**config.mk**
```make
export PLATFORM = sky130hd
export DESIGN_NAME = c3lib_ckg_req_ctrl
export DESIGN_NICKNAME = d
export VERILOG_FILES = /design/src/rtl/c3lib_ckg_pkg.sv /design/src/rtl/c3lib_ckg_req_ctrl.sv
export SDC_FILE = /design/constraint.sdc
export NUM_CORES = 1
export LEC_CHECK = 0
export CORE_MARGIN = 2
export CORE_UTILIZATION = 51
export CTS_CLUSTER_DIAMETER = 100
export DETAILED_ROUTE_END_ITERATION = 10
export PLACE_DENSITY = 0.84
export SETUP_SLACK_MARGIN = 0.1
export SKIP_LAST_GASP = 1
export SLEW_MARGIN = 20
export SYNTH_ARGS = -nofsm -noshare
export SYNTH_HDL_FRONTEND = slang
export SYNTH_SLANG_ARGS = --single-unit
```
**constraint.sdc**
```tcl
create_clock -name clk -period 2.4 [get_ports clk]
set_clock_uncertainty 0.15 [all_clocks]
set_input_delay 0.48 -clock clk [delete_from_list [all_inputs] [get_ports clk]]
set_output_delay 0.48 -clock clk [all_outputs]
set_load 0.01 [all_outputs]
```
**src/rtl/c3lib_ckg_pkg.sv**
```systemverilog
// Shared types and helpers for the clock-gater request controller.
// The EN_LAT default matches the gater's two-stage bitsync plus its latch.
package c3lib_ckg_pkg;

    localparam int unsigned CKG_EN_LAT_DEF = 3;

    typedef enum logic [4:0] {
        ST_OFF   = 5'b00001,
        ST_WAKE  = 5'b00010,
        ST_ON    = 5'b00100,
        ST_HOLD  = 5'b01000,
        ST_DRAIN = 5'b10000
    } ckg_state_e;

    function automatic int unsigned ckg_cnt_w(
        input int unsigned en_lat,
        input int unsigned idle_cnt
    );
        int unsigned m;
        m = (en_lat > idle_cnt) ? en_lat : idle_cnt;
        if (m < 1) m = 1;
        return $clog2(m + 1);
    endfunction

endpackage

```
**src/rtl/c3lib_ckg_req_ctrl.sv**
```systemverilog
// Aggregates clock requests and drives the gater enable with idle hysteresis,
// returning an ack only once the gated clock is guaranteed to be running.
module c3lib_ckg_req_ctrl
    import c3lib_ckg_pkg::*;
#(
    parameter int unsigned NUM_REQ   = 4,
    parameter int unsigned EN_LAT    = CKG_EN_LAT_DEF,
    parameter int unsigned IDLE_CNT  = 8,
    parameter bit          RESET_VAL = 1'b0
) (
    input  logic               clk,
    input  logic               rst_n,
    input  logic [NUM_REQ-1:0] req,
    input  logic               force_on,
    output logic               clk_en,
    output logic               clk_ack,
    output logic               gated_off,
    output logic               busy
);

    if (EN_LAT == 0 || NUM_REQ == 0) begin : g_param_err
        $error("c3lib_ckg_req_ctrl: EN_LAT and NUM_REQ must be nonzero");
    end

    localparam int unsigned CW = ckg_cnt_w(EN_LAT, IDLE_CNT);
    localparam logic [CW-1:0] EN_LD = CW'(EN_LAT - 1);
    localparam logic [CW-1:0] IDLE_LD = CW'((IDLE_CNT == 0) ? 0 : IDLE_CNT - 1);
    localparam ckg_state_e RST_ST = RESET_VAL ? ST_ON : ST_OFF;

    ckg_state_e    state_q, state_d;
    logic [CW-1:0] cnt_q, cnt_d;
    logic          clk_en_q, clk_en_d;
    logic          clk_ack_q, clk_ack_d;
    logic          gated_off_q, gated_off_d;
    logic          busy_q, busy_d;
    logic          any_req;

    always_comb begin
        any_req = (|req) | force_on;
        state_d = state_q;
        cnt_d   = cnt_q;
        unique case (state_q)
            ST_OFF: begin
                if (any_req) begin
                    state_d = ST_WAKE;
                    cnt_d   = EN_LD;
                end
            end
            ST_WAKE: begin
                if (cnt_q == '0) state_d = ST_ON;
                else             cnt_d   = cnt_q - CW'(1);
            end
            ST_ON: begin
                if (!any_req) begin
                    if (IDLE_CNT == 0) begin
                        state_d = ST_DRAIN;
                        cnt_d   = EN_LD;
                    end else begin
                        state_d = ST_HOLD;
                        cnt_d   = IDLE_LD;
                    end
                end
            end
            ST_HOLD: begin
                if (any_req) begin
                    state_d = ST_ON;
                end else if (cnt_q == '0) begin
                    state_d = ST_DRAIN;
                    cnt_d   = EN_LD;
                end else begin
                    cnt_d = cnt_q - CW'(1);
                end
            end
            ST_DRAIN: begin
                if (cnt_q == '0) state_d = ST_OFF;
                else             cnt_d   = cnt_q - CW'(1);
            end
            default: begin
                state_d = ST_OFF;
                cnt_d   = '0;
            end
        endcase

        // Decode from the next state so outputs line up with state_q.
        clk_en_d    = (state_d == ST_WAKE) || (state_d == ST_ON)
                   || (state_d == ST_HOLD);
        clk_ack_d   = (state_d == ST_ON) || (state_d == ST_HOLD);
        gated_off_d = (state_d == ST_OFF);
        busy_d      = (state_d == ST_WAKE) || (state_d == ST_DRAIN);
    end

    always_ff @(posedge clk) begin
        if (!rst_n) begin
            state_q     <= RST_ST;
            cnt_q       <= '0;
            clk_en_q    <= RESET_VAL;
            clk_ack_q   <= RESET_VAL;
            gated_off_q <= ~RESET_VAL;
            busy_q      <= 1'b0;
        end else begin
            state_q     <= state_d;
            cnt_q       <= cnt_d;
            clk_en_q    <= clk_en_d;
            clk_ack_q   <= clk_ack_d;
            gated_off_q <= gated_off_d;
            busy_q      <= busy_d;
        end
    end

    assign clk_en    = clk_en_q;
    assign clk_ack   = clk_ack_q;
    assign gated_off = gated_off_q;
    assign busy      = busy_q;

endmodule
```
==> results.txt, run 1 <==
Final Wtd Congestion - 0.862
fraction of layout cells with a size suffix above 1 - 12.0%
Distinct cells, synth - 37
antenna-violating nets left - 0
row cnt - 13
Rel. slew slack - 65.4%
Startpoint Class - input port
Worst-Margin Slew - 0.518 ns
post-synth top area share - 34.8%
Slew Limit Fails - 0
via count - 701
post-synthesis cell count - 86
most frequent cell after synthesis - dfxtp_1
worst r2r src - cnt_q[0]$_SDFFE_PN0P_
number of CTS-inserted buffers - 3
Arr. time, crit path - 2.25 ns
Crit Path Category - input port to flop
R2R depth - 6
H-tree Lvls - 1
Core Area - 1330 µm²
final hold violations - 0
Initial Util - 56.1%
reg-to-reg critical path endpoint - busy$_SDFF_PN0_
Crit Path Max Fanout - 5
Register Area - 260 µm²
Max Clock Freq - 450 MHz
gr ovfl total - 0
Nets - 110
Die ar. - 1790 µm²
post-CTS setup repair buffer count - 0
Worst Path Required - 2.43 ns
async set-or-reset flop fraction in the synthesized netlist - 0%
post-synthesis sequential area ratio - 34.8%
Sink Count - 13
DR pass1 iterations - 5
final wirelength - 1.64 mm
cts hold-fix bufs - 0
DIE HEIGHT - 42.3 µm
Final Non-Filler Cells - 115
drt drc - 0
fill count - 114
clock buffer depth - 2
ant diodes - 0
synth cell count leaders - 13 x dfxtp_1, 9 x nand2_1, 5 x nand3b_1
Power Dens Cells - 648 nW/µm²
largest net degree at the start of global routing - 11
RSZ-0062 raised after global routing - no
peak supply drop - 0.000318 V
GR Util All Layers - 19.9%
area of the multi-input gates - 464 µm²
start point of the critical path - req[0]
vias per cell - 6.10
EDFF count, synth - 0
Inst Count DP - 111
Synth warnings - 0
worst setup path end - cnt_q[0]$_SDFFE_PN0P_
Top FF cell, synth - dfxtp_1
TritonCTS clock tree - yes
P_leak - 0.369 nW
routed length per placed instance - 14.2 µm
Worst Setup End Kind - flop
CTS Root Cell - clkbuf_4
Port Buf Inserts - 10
top cells by area, synth - dfxtp_1 35%, nand3b_1 5.0%, nand2_1 4.5%
Max Cap Viol - 0
io pins - 11
DRT iter0 DRCs - 26
minimum clock period - 2.22 ns
Tcrit/Tclk final - 92.7%
clock transition at the registers of the reported paths - 0.08 ns
Layout area overhead - 20.7%
Mapped Area - 748 µm²
Power Total - 0.000585 W
worst hold path class - flop to flop
DPL Wire Length - 1.21 mm
area leader, netlist - dfxtp_1
initial antenna violation count - 0
syn nets - 95
synthesized flop and latch total - 13
die width - 42.3 µm
first-pass GRT wire length - 2.79 mm
hold_ws - 0.333 ns
R2R Setup Slk - 0.46 ns
post-cts sizing count - 0
Avg Cell Area, Syn - 8.70 µm²
outcome - completed
vias in the first global route - 639
Skew-Pair Late Insertion Delay - 0.27 ns
setup violators final - 0
[metal layers]
metal  GRT usage (%)  vias to the layer above  part of all wire (%)
met5               0                        -                     0
met4            8.75                        0                  0.79
li1                -                      348                     -
met2            32.9                       29                    48
met1            25.5                      320                    46
met3            2.59                        4                   4.8
[cells in the final DEF (no fill, tap or decap), types with 2 or more instances in the layout]
| cell | instances |
|---|---|
| nand4_1 | 2 |
| nor2b_1 | 3 |
| dfxtp_1 | 13 |
| clkbuf_4 | 3 |
| xor2_1 | 2 |
| clkdlybuf4s50_1 | 10 |
| nor3_1 | 3 |
| o21ai_0 | 4 |
| o211ai_1 | 2 |
| and2_1 | 2 |
| o22ai_1 | 3 |
| nand3b_1 | 5 |
| nand3_1 | 4 |
| mux2i_1 | 2 |
| nor2_1 | 4 |
| buf_4 | 3 |
| inv_1 | 3 |
| o221ai_1 | 2 |
| nand2_1 | 9 |
| ha_1 | 2 |
[worst max-delay path, cell delays in order]
cell	delay, ns
clkdlybuf4s50_1	0.39
or4_4	0.58
nor2_8	0.11
mux2_4	0.33
o211a_1	0.14
a32o_2	0.22
[area by class of cell]
cell class,instances,share of cell area (%)
multi-input cells,67,51.4
flip-flops and latches,13,28.8
repair buffers,13,13.6
clock buffers,4,2.91
well taps,15,2.08
inverters,3,1.25
[kinds of logic (layout without fill, tap and decap cells)]
| family | Yosys count | after routing | share of synthesized area (%) |
|---|---|---|---|
| buffers and inverters | 6 | 20 | 3.18 |
| adders and majority gates | 2 | 2 | 3.34 |
| DFF | 13 | 13 | 34.8 |
| muxes | 3 | 3 | 4.68 |
| xor gates and xnor gates | 2 | 2 | 2.34 |
| and+or+nand+nor | 39 | 39 | 31.4 |
| AOI/OAI and AO/OA | 21 | 21 | 20.2 |
[worst min-delay path by stage]
stage | end | slack [ns] | cells past startpoint | startpoint
after floorplan | cnt_q[1]$_SDFFE_PN0P_ | 0.30 | 2 | cnt_q[1]$_SDFFE_PN0P_
after global placement | cnt_q[1]$_SDFFE_PN0P_ | 0.32 | 2 | cnt_q[1]$_SDFFE_PN0P_
after detailed placement | cnt_q[1]$_SDFFE_PN0P_ | 0.32 | 2 | cnt_q[1]$_SDFFE_PN0P_
after CTS | cnt_q[1]$_SDFFE_PN0P_ | 0.33 | 2 | cnt_q[1]$_SDFFE_PN0P_
after global routing | cnt_q[1]$_SDFFE_PN0P_ | 0.36 | 2 | cnt_q[1]$_SDFFE_PN0P_
final | cnt_q[1]$_SDFFE_PN0P_ | 0.33 | 2 | cnt_q[1]$_SDFFE_PN0P_
[where the power goes]
part	total (W)	leakage, nW	switching (W)	internal [W]
Clock	0.000137	0.0150	0.0000725	0.0000644
Sequential	0.000259	0.107	0.0000178	0.000241
Combinational	0.000189	0.248	0.000103	0.0000864
Total	0.000585	0.369	0.000193	0.000392
[flip-flops by register name, summed over array words and instances, names as in the netlist]
name / count
clk_ack: 1
gated_off: 1
clk_en: 1
busy: 1
state_q: 5
cnt_q: 4
[through the flow]
stage | worst slack, ns | util [%] | area, µm² | TNS (ns)
CTS | 0.179 | 67.7 | 903 | 0
finish | 0.176 | 67.7 | 903 | 0
floorplan | 0.294 | - | 748 | 0
global route | 0.137 | 67.7 | 903 | 0
detailed placement | -0.116 | 65.8 | 877 | -0.244
global placement | -0.0956 | 65.8 | 877 | -0.126
(Power assumes the default switching activity.)
==> run 2, diff against run 1 <==
CORE_UTILIZATION = 50   (was 51)
PLACE_DENSITY = 0.82   (was 0.84)
==> run 2 against run 1 <==
Compared with the run above: count of clock-buffer cells in the layout down 1; register-to-register slack worse by 0.05 ns; worst setup slack improved by 0.021 ns; total power rose by 2.7%; clock power increased by 5%; core utilization shrank 0.17 points; global-route usage up 1.9 points; critical path type unchanged.
==> results.txt, run 2 (same netlist as run 1, synthesis figures left out) <==
Setup TNS Final - 0 ns (unchanged)
Final Cell Area - 912 µm² (+0.97%)
cts hold-fix bufs - 0 (unchanged)
io pins - 11 (unchanged)
vias per cell - 6.38 (+4.7%)
R2R depth - 6 (unchanged)
GR Util All Layers - 21.8% (+1.9 points)
Final Wtd Congestion - 0.817 (-5.2%)
Crit Path Category - input port to flop
Layout area overhead - 21.9%
Max Clock Freq - 454 MHz (+0.97%)
Worst Path Required - 2.44 ns (about the same)
DRT iter0 DRCs - 23 (-12%)
minimum clock period - 2.20 ns (-0.0213 ns)
clock buffer depth - 2 (unchanged)
Nets - 111 (+0.91%)
clock share of power - 23.9% (+0.5 points)
gr ovfl total - 0 (unchanged)
setup violators final - 0 (unchanged)
post-CTS setup repair buffer count - 0 (unchanged)
Sw Pwr - 0.000207 W (+7.1%)
routed length per placed instance - 14.8 µm (+4.1%)
peak supply drop - 0.000332 V (+4.2%)
ant diodes - 0 (unchanged)
reg-to-reg critical path endpoint - state_q[4]$_SDFF_PN0_
largest net degree at the start of global routing - 11 (unchanged)
dpl ws - -0.116 ns (-0.000645 ns)
top flop regs - state_q x5, cnt_q x4
Flop pwr share - 43.0% (-1.3 points)
first-pass GRT wire length - 2.98 mm (+6.9%)
Rel. slew slack - 67.7% (+2.3 points)
worst hold path class - flop to flop
R2R Setup Slk - 0.41 ns (-0.05 ns)
Skew-Pair Late Insertion Delay - 0.29 ns (+0.02 ns)
combinational power share - 33.0% (+0.7 points)
worst setup path end - cnt_q[0]$_SDFFE_PN0P_
via count - 740 (+5.6%)
commonest non-fill, non-tap cell in the layout - dfxtp_1
post-cts sizing count - 0 (unchanged)
final hold violations - 0 (unchanged)
TritonCTS clock tree - yes
row cnt - 13 (unchanged)
Die ar. - 1820 µm² (+1.8%)
Cell Area, Placed - 885 µm² (+0.86%)
Tcrit/Tclk final - 91.8% (-0.89 points)
Initial Util - 55.4% (-0.68 points)
setup ws final - 0.197 ns (+0.0213 ns)
Port Buf Inserts - 10 (unchanged)
H-tree Lvls - 1 (unchanged)
Worst-Margin Slew - 0.483 ns (-0.0350 ns)
Crit Path Max Fanout - 5 (unchanged)
hold_ws - 0.339 ns (+0.00568 ns)
DR pass1 iterations - 4 (-1)
final wirelength - 1.72 mm (+5.0%)
vias in the first global route - 674 (+5.5%)
fraction of layout cells with a size suffix above 1 - 13.9% (+1.9 points)
initial antenna violation count - 0 (unchanged)
Largest Register - state_q
die width - 42.7 µm (+0.91%)
Internal Power - 0.000394 W (+0.55%)
DIE HEIGHT - 42.7 µm (+0.91%)
CTS Root Cell - clkbuf_4
number of CTS-inserted buffers - 3 (unchanged)
worst r2r src - cnt_q[0]$_SDFFE_PN0P_
start point of the critical path - req[0]
outcome - completed
Max Cap Viol - 0 (unchanged)
Power Dens Cells - 659 nW/µm² (+1.7%)
max reg flops - 5 (unchanged)
antenna-violating nets left - 0 (unchanged)
Arr. time, crit path - 2.25 ns (about the same)
Sink Count - 13 (unchanged)
Worst Setup End Kind - flop
Startpoint Class - input port
drt drc - 0 (unchanged)
Slew Limit Fails - 0 (unchanged)
DPL Wire Length - 1.29 mm (+7.1%)
clock transition at the registers of the reported paths - 0.09 ns (about the same)
most frequent cells in the layout - 13 x dfxtp_1, 10 x clkdlybuf4s50_1, 9 x nand2_1
P_leak - 0.377 nW (+2.1%)
RSZ-0062 raised after global routing - no
Core Area - 1350 µm² (+1.2%)
Sw Ratio - 34.4% (+1.4 points)
-- run 2: cell types whose count changed in the layout (fill, tap and decap cells not counted) --
cell,change
buf_4,+1
clkbuf_1,-1
clkinv_2,+1
-- run 2: power by group through the flow --
stage	clock network (W)	logic, W	registers, W
final	0.000144	0.000198	0.000259
after global routing	0.000155	0.000217	0.000263
after global placement	0	0.000188	0.000263
after detailed placement	0	0.000195	0.000264
after floorplan	0	0.000125	0.000263
after CTS	0.000146	0.000196	0.000258
-- run 2: routing by layer --
layer | vias to the layer above | global-route usage [%] | routed length [µm]
met4 | 0 | 13.1 | 36
met5 | - | 0 | 0
met1 | 353 | 27.2 | 759
met3 | 6 | 5.53 | 97
li1 | 351 | - | -
met2 | 30 | 33.3 | 827
-- run 2: per-stage QoR --
stage / utilization [%] / total power, W / std cells
after global placement: 65.5 / 0.000451 / 112
after detailed placement: 65.5 / 0.000459 / 112
after floorplan: - / 0.000388 / 86
after CTS: 67.6 / 0.000601 / 116
final: 67.6 / 0.000601 / 116
after global routing: 67.6 / 0.000634 / 116
-- run 2: layout make-up --
cell class              instances  area (µm²)
clock buffers                   3        22.5
well taps                      15        18.8
flip-flops and latches         13         260
multi-input cells              67         464
clock inverters                 1        5.00
repair buffers                 14         130
inverters                       3        11.3
fillers                       106         438
-- run 2: worst min path at each step --
stage	from	endpoint	cells after the start
after floorplan	cnt_q[1]$_SDFFE_PN0P_	cnt_q[1]$_SDFFE_PN0P_	2
after global placement	cnt_q[1]$_SDFFE_PN0P_	cnt_q[1]$_SDFFE_PN0P_	2
after detailed placement	cnt_q[1]$_SDFFE_PN0P_	cnt_q[1]$_SDFFE_PN0P_	2
after CTS	cnt_q[1]$_SDFFE_PN0P_	cnt_q[1]$_SDFFE_PN0P_	2
after global routing	cnt_q[1]$_SDFFE_PN0P_	cnt_q[1]$_SDFFE_PN0P_	2
final	cnt_q[1]$_SDFFE_PN0P_	cnt_q[1]$_SDFFE_PN0P_	2
-- run 2: critical path, stage by stage --
cell and delay, ns:
clkdlybuf4s50_1 0.40, or4_4 0.58, nor2_8 0.11, mux2_4 0.33
o211a_1 0.14, a32o_2 0.22
==> variant 1, RTL diff (settings of run 1) <==
The 5 states of `ckg_state_e` get a binary encoding in 3 bits.
--- a/src/rtl/c3lib_ckg_pkg.sv
+++ b/src/rtl/c3lib_ckg_pkg.sv
@@ -5,10 +5,10 @@
     localparam int unsigned CKG_EN_LAT_DEF = 3;
 
-    typedef enum logic [4:0] {
-        ST_OFF   = 5'b00001,
-        ST_WAKE  = 5'b00010,
-        ST_ON    = 5'b00100,
-        ST_HOLD  = 5'b01000,
-        ST_DRAIN = 5'b10000
+    typedef enum logic [2:0] {
+        ST_OFF   = 3'd0,
+        ST_WAKE  = 3'd1,
+        ST_ON    = 3'd2,
+        ST_HOLD  = 3'd3,
+        ST_DRAIN = 3'd4
     } ckg_state_e;
 
Function: no difference found for any inputs over 10 cycles, from zero or initial values and one cycle with rst_n low; not proved beyond that.
==> variant 1 against run 1 <==
Setup slack better by 0.14 ns. Synthesized area increased by 7.7%. Routed wire length up 23%. Sequential cell count fell by 2. First-iteration DRC count up 73%. Final area rose by 3.3%. Non-clock buffer count fell by 2. Largest cell class unchanged. Highest routed layer unchanged.
Power is not compared: it rests on default switching activity, and its combinational part moved more than twofold at a synthesized area within 25%.
==> variant 1: results (changes against run 1) <==
Synthesized Nets 106 (was 95); Clock Tree Buf Depth 2 (unchanged); Detailed Place HPWL 1.48 mm (was 1.21 mm); status complete, no violations (unchanged); unique cell type count in the Yosys netlist 48 (was 37); TritonRoute pass-1 iters 4 (was 5); Port Buf Inserts 10 (unchanged); Final GP Congestion 0.920 (was 0.862); CP Launch Type flip-flop (was input port); vias in the first global route 736 (was 639); FF-to-FF path depth 6 (unchanged); Setup Fix Bufs, Post-CTS 0 (unchanged); Max rail drop VDD 0.482 mV; DRT Wirelength 2.01 mm (was 1.64 mm); DR WL/cell 16.4 µm (was 14.2 µm); biggest regs cnt_q x4, state_q x3 (was state_q x5, cnt_q x4); R2R Path End cnt_q[0]$_SDFFE_PN0P_ (was busy$_SDFF_PN0_); Slew @ Worst Pin 0.694 ns (was 0.518 ns); CTS Buf Count 3 (unchanged); first-pass GRT wire length 3.31 mm (was 2.79 mm); ys async rst share 0% (unchanged); Inst Count DP 119 (was 111); highest cell delay on the worst timing path 0.47 ns (was 0.58 ns); crit path max fanout 7 (was 5); Hold Crit Class reg -> reg (unchanged); all-layer global routing usage 23.0% (was 19.9%); Syn Area/Cell 8.31 µm² (was 8.70 µm²); hold path startpoint cnt_q[2]$_SDFFE_PN0P_ (was cnt_q[1]$_SDFFE_PN0P_); sequential share of the synthesized area 27.3% (was 34.8%); share of cells above drive strength 1 15.9% (was 12.0%); slowest CP cell nor3b_2 (was or4_4); filler cell count 125 (was 114); Post-synth top cells 11 x dfxtp_1, 9 x nor2_1, 6 x a21oi_1, 6 x inv_1, 5 x nand3_1 (was 13 x dfxtp_1, 9 x nand2_1, 5 x nand3b_1); main area contributors after synthesis dfxtp_1 27%, nor2_1 4.2%, a21oi_1 3.7%, ha_1 3.1%, nand3_1 3.1% (was dfxtp_1 35%, nand3b_1 5.0%, nand2_1 4.5%, ha_1 3.3%, mux2i_1 2.7%); CTS H-tree lvls 1 (unchanged); antenna violations before repair 0 (unchanged); Reg2Reg Setup Slack 0.31 ns (was 0.46 ns); largest net degree at the start of global routing 22 (was 11); critical path arrival 2.11 ns (was 2.25 ns); First DRT Iteration DRCs 45 (was 26); Synth warnings 0 (unchanged); Min Clock Period, post-route 2.09 ns (was 2.22 ns); CTS Root Cell clkbuf_4 (unchanged); Post-Place Worst Slack 0.169 ns (was -0.116 ns); vias after detailed routing 827 (was 701)
## variant 1: cell count changes in the layout (fill, tap and decap cells not counted), sizes merged, moves of 3 or more
cell and change:
nor2b -3, nand2 -6, inv +4, a211oi +4, nand3b -5, nand2b +3
a21oi +5, nor2 +5
## variant 1: area by class of cell
type | count | area share, %
multi-input cells | 74 | 57.1
flip-flops and latches | 11 | 23.6
well taps | 16 | 2.14
inverters | 7 | 2.82
clock buffers | 4 | 2.82
repair buffers | 11 | 11.5
## variant 1: metrics by stage
step	total power (W)	instance area [µm²]
after floorplan	0.000746	806
after global placement	0.000872	907
after detailed placement	0.000887	907
after CTS	0.00102	933
after global routing	0.00111	933
final	0.00103	933
## variant 1: logic make-up after synthesis
kind of cell,share of synthesized area (%)
DFF,27.3
buffers and inverters,6.52
xor gates and xnor gates,1.09
adders and majority gates,3.11
AOI/OAI and AO/OA,31.2
muxes,1.40
and+or+nand+nor,29.3
## variant 1: power breakdown
group          switching, W  internal, W
Combinational      0.000296     0.000260
Sequential         0.000101     0.000237
Clock             0.0000692    0.0000645
Total              0.000466     0.000561
## variant 1: worst min path at each step
stage | end | slack, ns | cells past startpoint
2_1_floorplan | cnt_q[2]$_SDFFE_PN0P_ | 0.34 | 2
3_3_place_gp | cnt_q[2]$_SDFFE_PN0P_ | 0.38 | 2
3_5_place_dp | cnt_q[2]$_SDFFE_PN0P_ | 0.37 | 2
4_1_cts | cnt_q[2]$_SDFFE_PN0P_ | 0.38 | 2
5_1_grt | cnt_q[2]$_SDFFE_PN0P_ | 0.43 | 2
6_report | cnt_q[2]$_SDFFE_PN0P_ | 0.38 | 2
## variant 1: tightest hold or removal path, cell delays in order, from the launching register on
cell and delay (ns):
dfxtp_1 0.36, inv_1 0.07, o22ai_1 0.05
## variant 1: metal layers
metal,up-vias,GRT usage (%),wire (µm)
li1,391,-,-
met5,-,0,0
met4,0,6.67,27
met1,387,30.5,791
met3,4,7.92,198
met2,45,35.3,995
==> variant 2, RTL diff (settings of run 1) <==
Made on the original files. `NUM_REQ`: 4 -> 5.
--- a/src/rtl/c3lib_ckg_req_ctrl.sv
+++ b/src/rtl/c3lib_ckg_req_ctrl.sv
@@ -4,5 +4,5 @@
     import c3lib_ckg_pkg::*;
 #(
-    parameter int unsigned NUM_REQ   = 4,
+    parameter int unsigned NUM_REQ   = 5,
     parameter int unsigned EN_LAT    = CKG_EN_LAT_DEF,
     parameter int unsigned IDLE_CNT  = 8,
Ports: changed (resized req); port bits go from 11 to 12. The function was not compared with the original's and may differ.
==> variant 2 against run 1 <==
First-iteration DRC count up 62%. Routed wire length up 39%. Sequential cell count unchanged. Non-clock buffer count up 9. Count of clock-buffer cells in the layout unchanged. Setup slack better by 0.096 ns. Synthesized area up 13%. Final area up 20%. Utilization up 3.3 points. Highest routed layer unchanged.
Power is not compared: it rests on default switching activity, and its combinational part moved more than twofold at a synthesized area within 25%.
==> variant 2: results (changes against run 1) <==
clk slew on worst S/H paths 0.08 ns (about the same); critical path arrival 2.17 ns (was 2.25 ns); ys async rst share 0% (unchanged); vias after detailed routing 936 (was 701); TritonRoute pass-1 iters 4 (was 5); crit path max fanout 8 (was 5); Hold Crit Class reg -> reg (unchanged); fin nets 134 (was 110); ant diodes 0 (unchanged); First DRT Iteration DRCs 42 (was 26); largest net degree at the start of global routing 12 (was 11); CTS Buf Count 3 (unchanged); final non-filler cell total 139 (was 115); unique cell type count in the Yosys netlist 38 (was 37); sequential share of the synthesized area 30.9% (was 34.8%); Slew @ Worst Pin 0.420 ns (was 0.518 ns); all-layer global routing usage 22.1% (was 19.9%); status complete, no violations (unchanged); share of cells above drive strength 1 19.5% (was 12.0%); filler cell count 119 (was 114); CTS H-tree lvls 1 (unchanged); highest cell delay on the worst timing path 0.44 ns (was 0.58 ns); Pleak 0.456 nW; biggest regs state_q x5, cnt_q x4 (unchanged); Port Buf Inserts 11 (was 10); Post-synth top cells 13 x dfxtp_1, 11 x nand2_1, 11 x o21ai_0 (was 13 x dfxtp_1, 9 x nand2_1, 5 x nand3b_1); first-pass GRT wire length 3.20 mm (was 2.79 mm); Synthesized Nets 111 (was 95); CTS Root Cell clkbuf_4 (unchanged); Final GP Congestion 0.861 (was 0.862); Synth warnings 0 (unchanged); family with the most delay on the worst path simple AND/OR/NAND/NOR gates (unchanged); Clock Tree Buf Depth 2 (unchanged); Largest register FFs 5 (unchanged); vias in the first global route 780 (was 639); Max rail drop VDD 0.507 mV; Detailed Place HPWL 1.45 mm (was 1.21 mm); Clk Latency, worst-skew pair 0.29 ns (was 0.27 ns); main area contributors after synthesis dfxtp_1 31%, o21ai_0 6.5%, nand2_1 4.9%, nor2_1 3.1%, o311ai_4 3.1% (was dfxtp_1 35%, nand3b_1 5.0%, nand2_1 4.5%, ha_1 3.3%, mux2i_1 2.7%); slowest CP cell or3b_4 (was or4_4); Syn Area/Cell 8.34 µm² (was 8.70 µm²); DR WL/cell 16.4 µm (was 14.2 µm); Main synth FF type dfxtp_1 (unchanged); antenna violations before repair 0 (unchanged)
==> variant 2: cell type report <==
class | count | area, µm² | area share [%]
multi-input cells | 80 | 558 | 51.6
flip-flops and latches | 13 | 260 | 24.0
inverters | 4 | 15.0 | 1.39
clock buffers | 4 | 26.3 | 2.43
repair buffers | 22 | 203 | 18.7
well taps | 16 | 20.0 | 1.85
==> variant 2: worst min-delay path, stage by stage, from the launching register on <==
cell	delay, ns
dfxtp_1	0.36
nand2_1	0.08
o21ai_0	0.06
==> variant 2: repair_timing <==
item | CTS | global route
resized for setup | 0 | 7
setup buffers | 0 | 2
endpoints found under the setup margin | 0 | 6
==> variant 2: per-layer routing <==
| layer | part of all wire, % | wire length (µm) | global-route usage [%] |
|---|---|---|---|
| met4 | 3.2 | 73 | 13.3 |
| met5 | 0 | 0 | 0 |
| met3 | 9.1 | 208 | 3.67 |
| met2 | 47 | 1070 | 39.1 |
| met1 | 41 | 927 | 24.3 |
==> variant 2: power breakdown <==
group	internal (W)	switching [W]
Sequential	0.000278	0.0000798
Combinational	0.000257	0.000307
Clock	0.0000647	0.0000813
Total	0.000599	0.000468
==> variant 2: worst paths after layout <==
path / from / end / slack [ns] / depth (start not counted)
min: cnt_q[0]$_SDFFE_PN0P_ / cnt_q[0]$_SDFFE_PN0P_ / 0.39 / 2
max: cnt_q[0]$_SDFFE_PN0P_ / cnt_q[3]$_SDFFE_PN0P_ / 0.27 / 7
min reg2reg: cnt_q[0]$_SDFFE_PN0P_ / cnt_q[0]$_SDFFE_PN0P_ / 0.39 / 2
max reg2reg: cnt_q[0]$_SDFFE_PN0P_ / cnt_q[3]$_SDFFE_PN0P_ / 0.27 / 7
==> variant 2: logic make-up (layout without fill, tap and decap cells) <==
| logic type | after synthesis | after routing | synth area share (%) |
|---|---|---|---|
| simple gates | 48 | 48 | 34.0 |
| compound gates | 27 | 27 | 25.1 |
| flops | 13 | 13 | 30.9 |
| buf+inv | 8 | 30 | 3.86 |
| xor+xnor | 3 | 3 | 3.12 |
| fa+ha+maj | 2 | 2 | 2.97 |
==> variant 2: through the flow <==
step | setup slack [ns] | util, % | instance area (µm²) | power, W
global placement | -0.113 | 67.1 | 1020 | 0.000843
CTS | 0.134 | 68.8 | 1050 | 0.00101
floorplan | 0.358 | - | 842 | 0.000694
finish | 0.272 | 71.0 | 1080 | 0.00107
global route | 0.178 | 71.0 | 1080 | 0.00113
detailed placement | -0.165 | 67.1 | 1020 | 0.000863
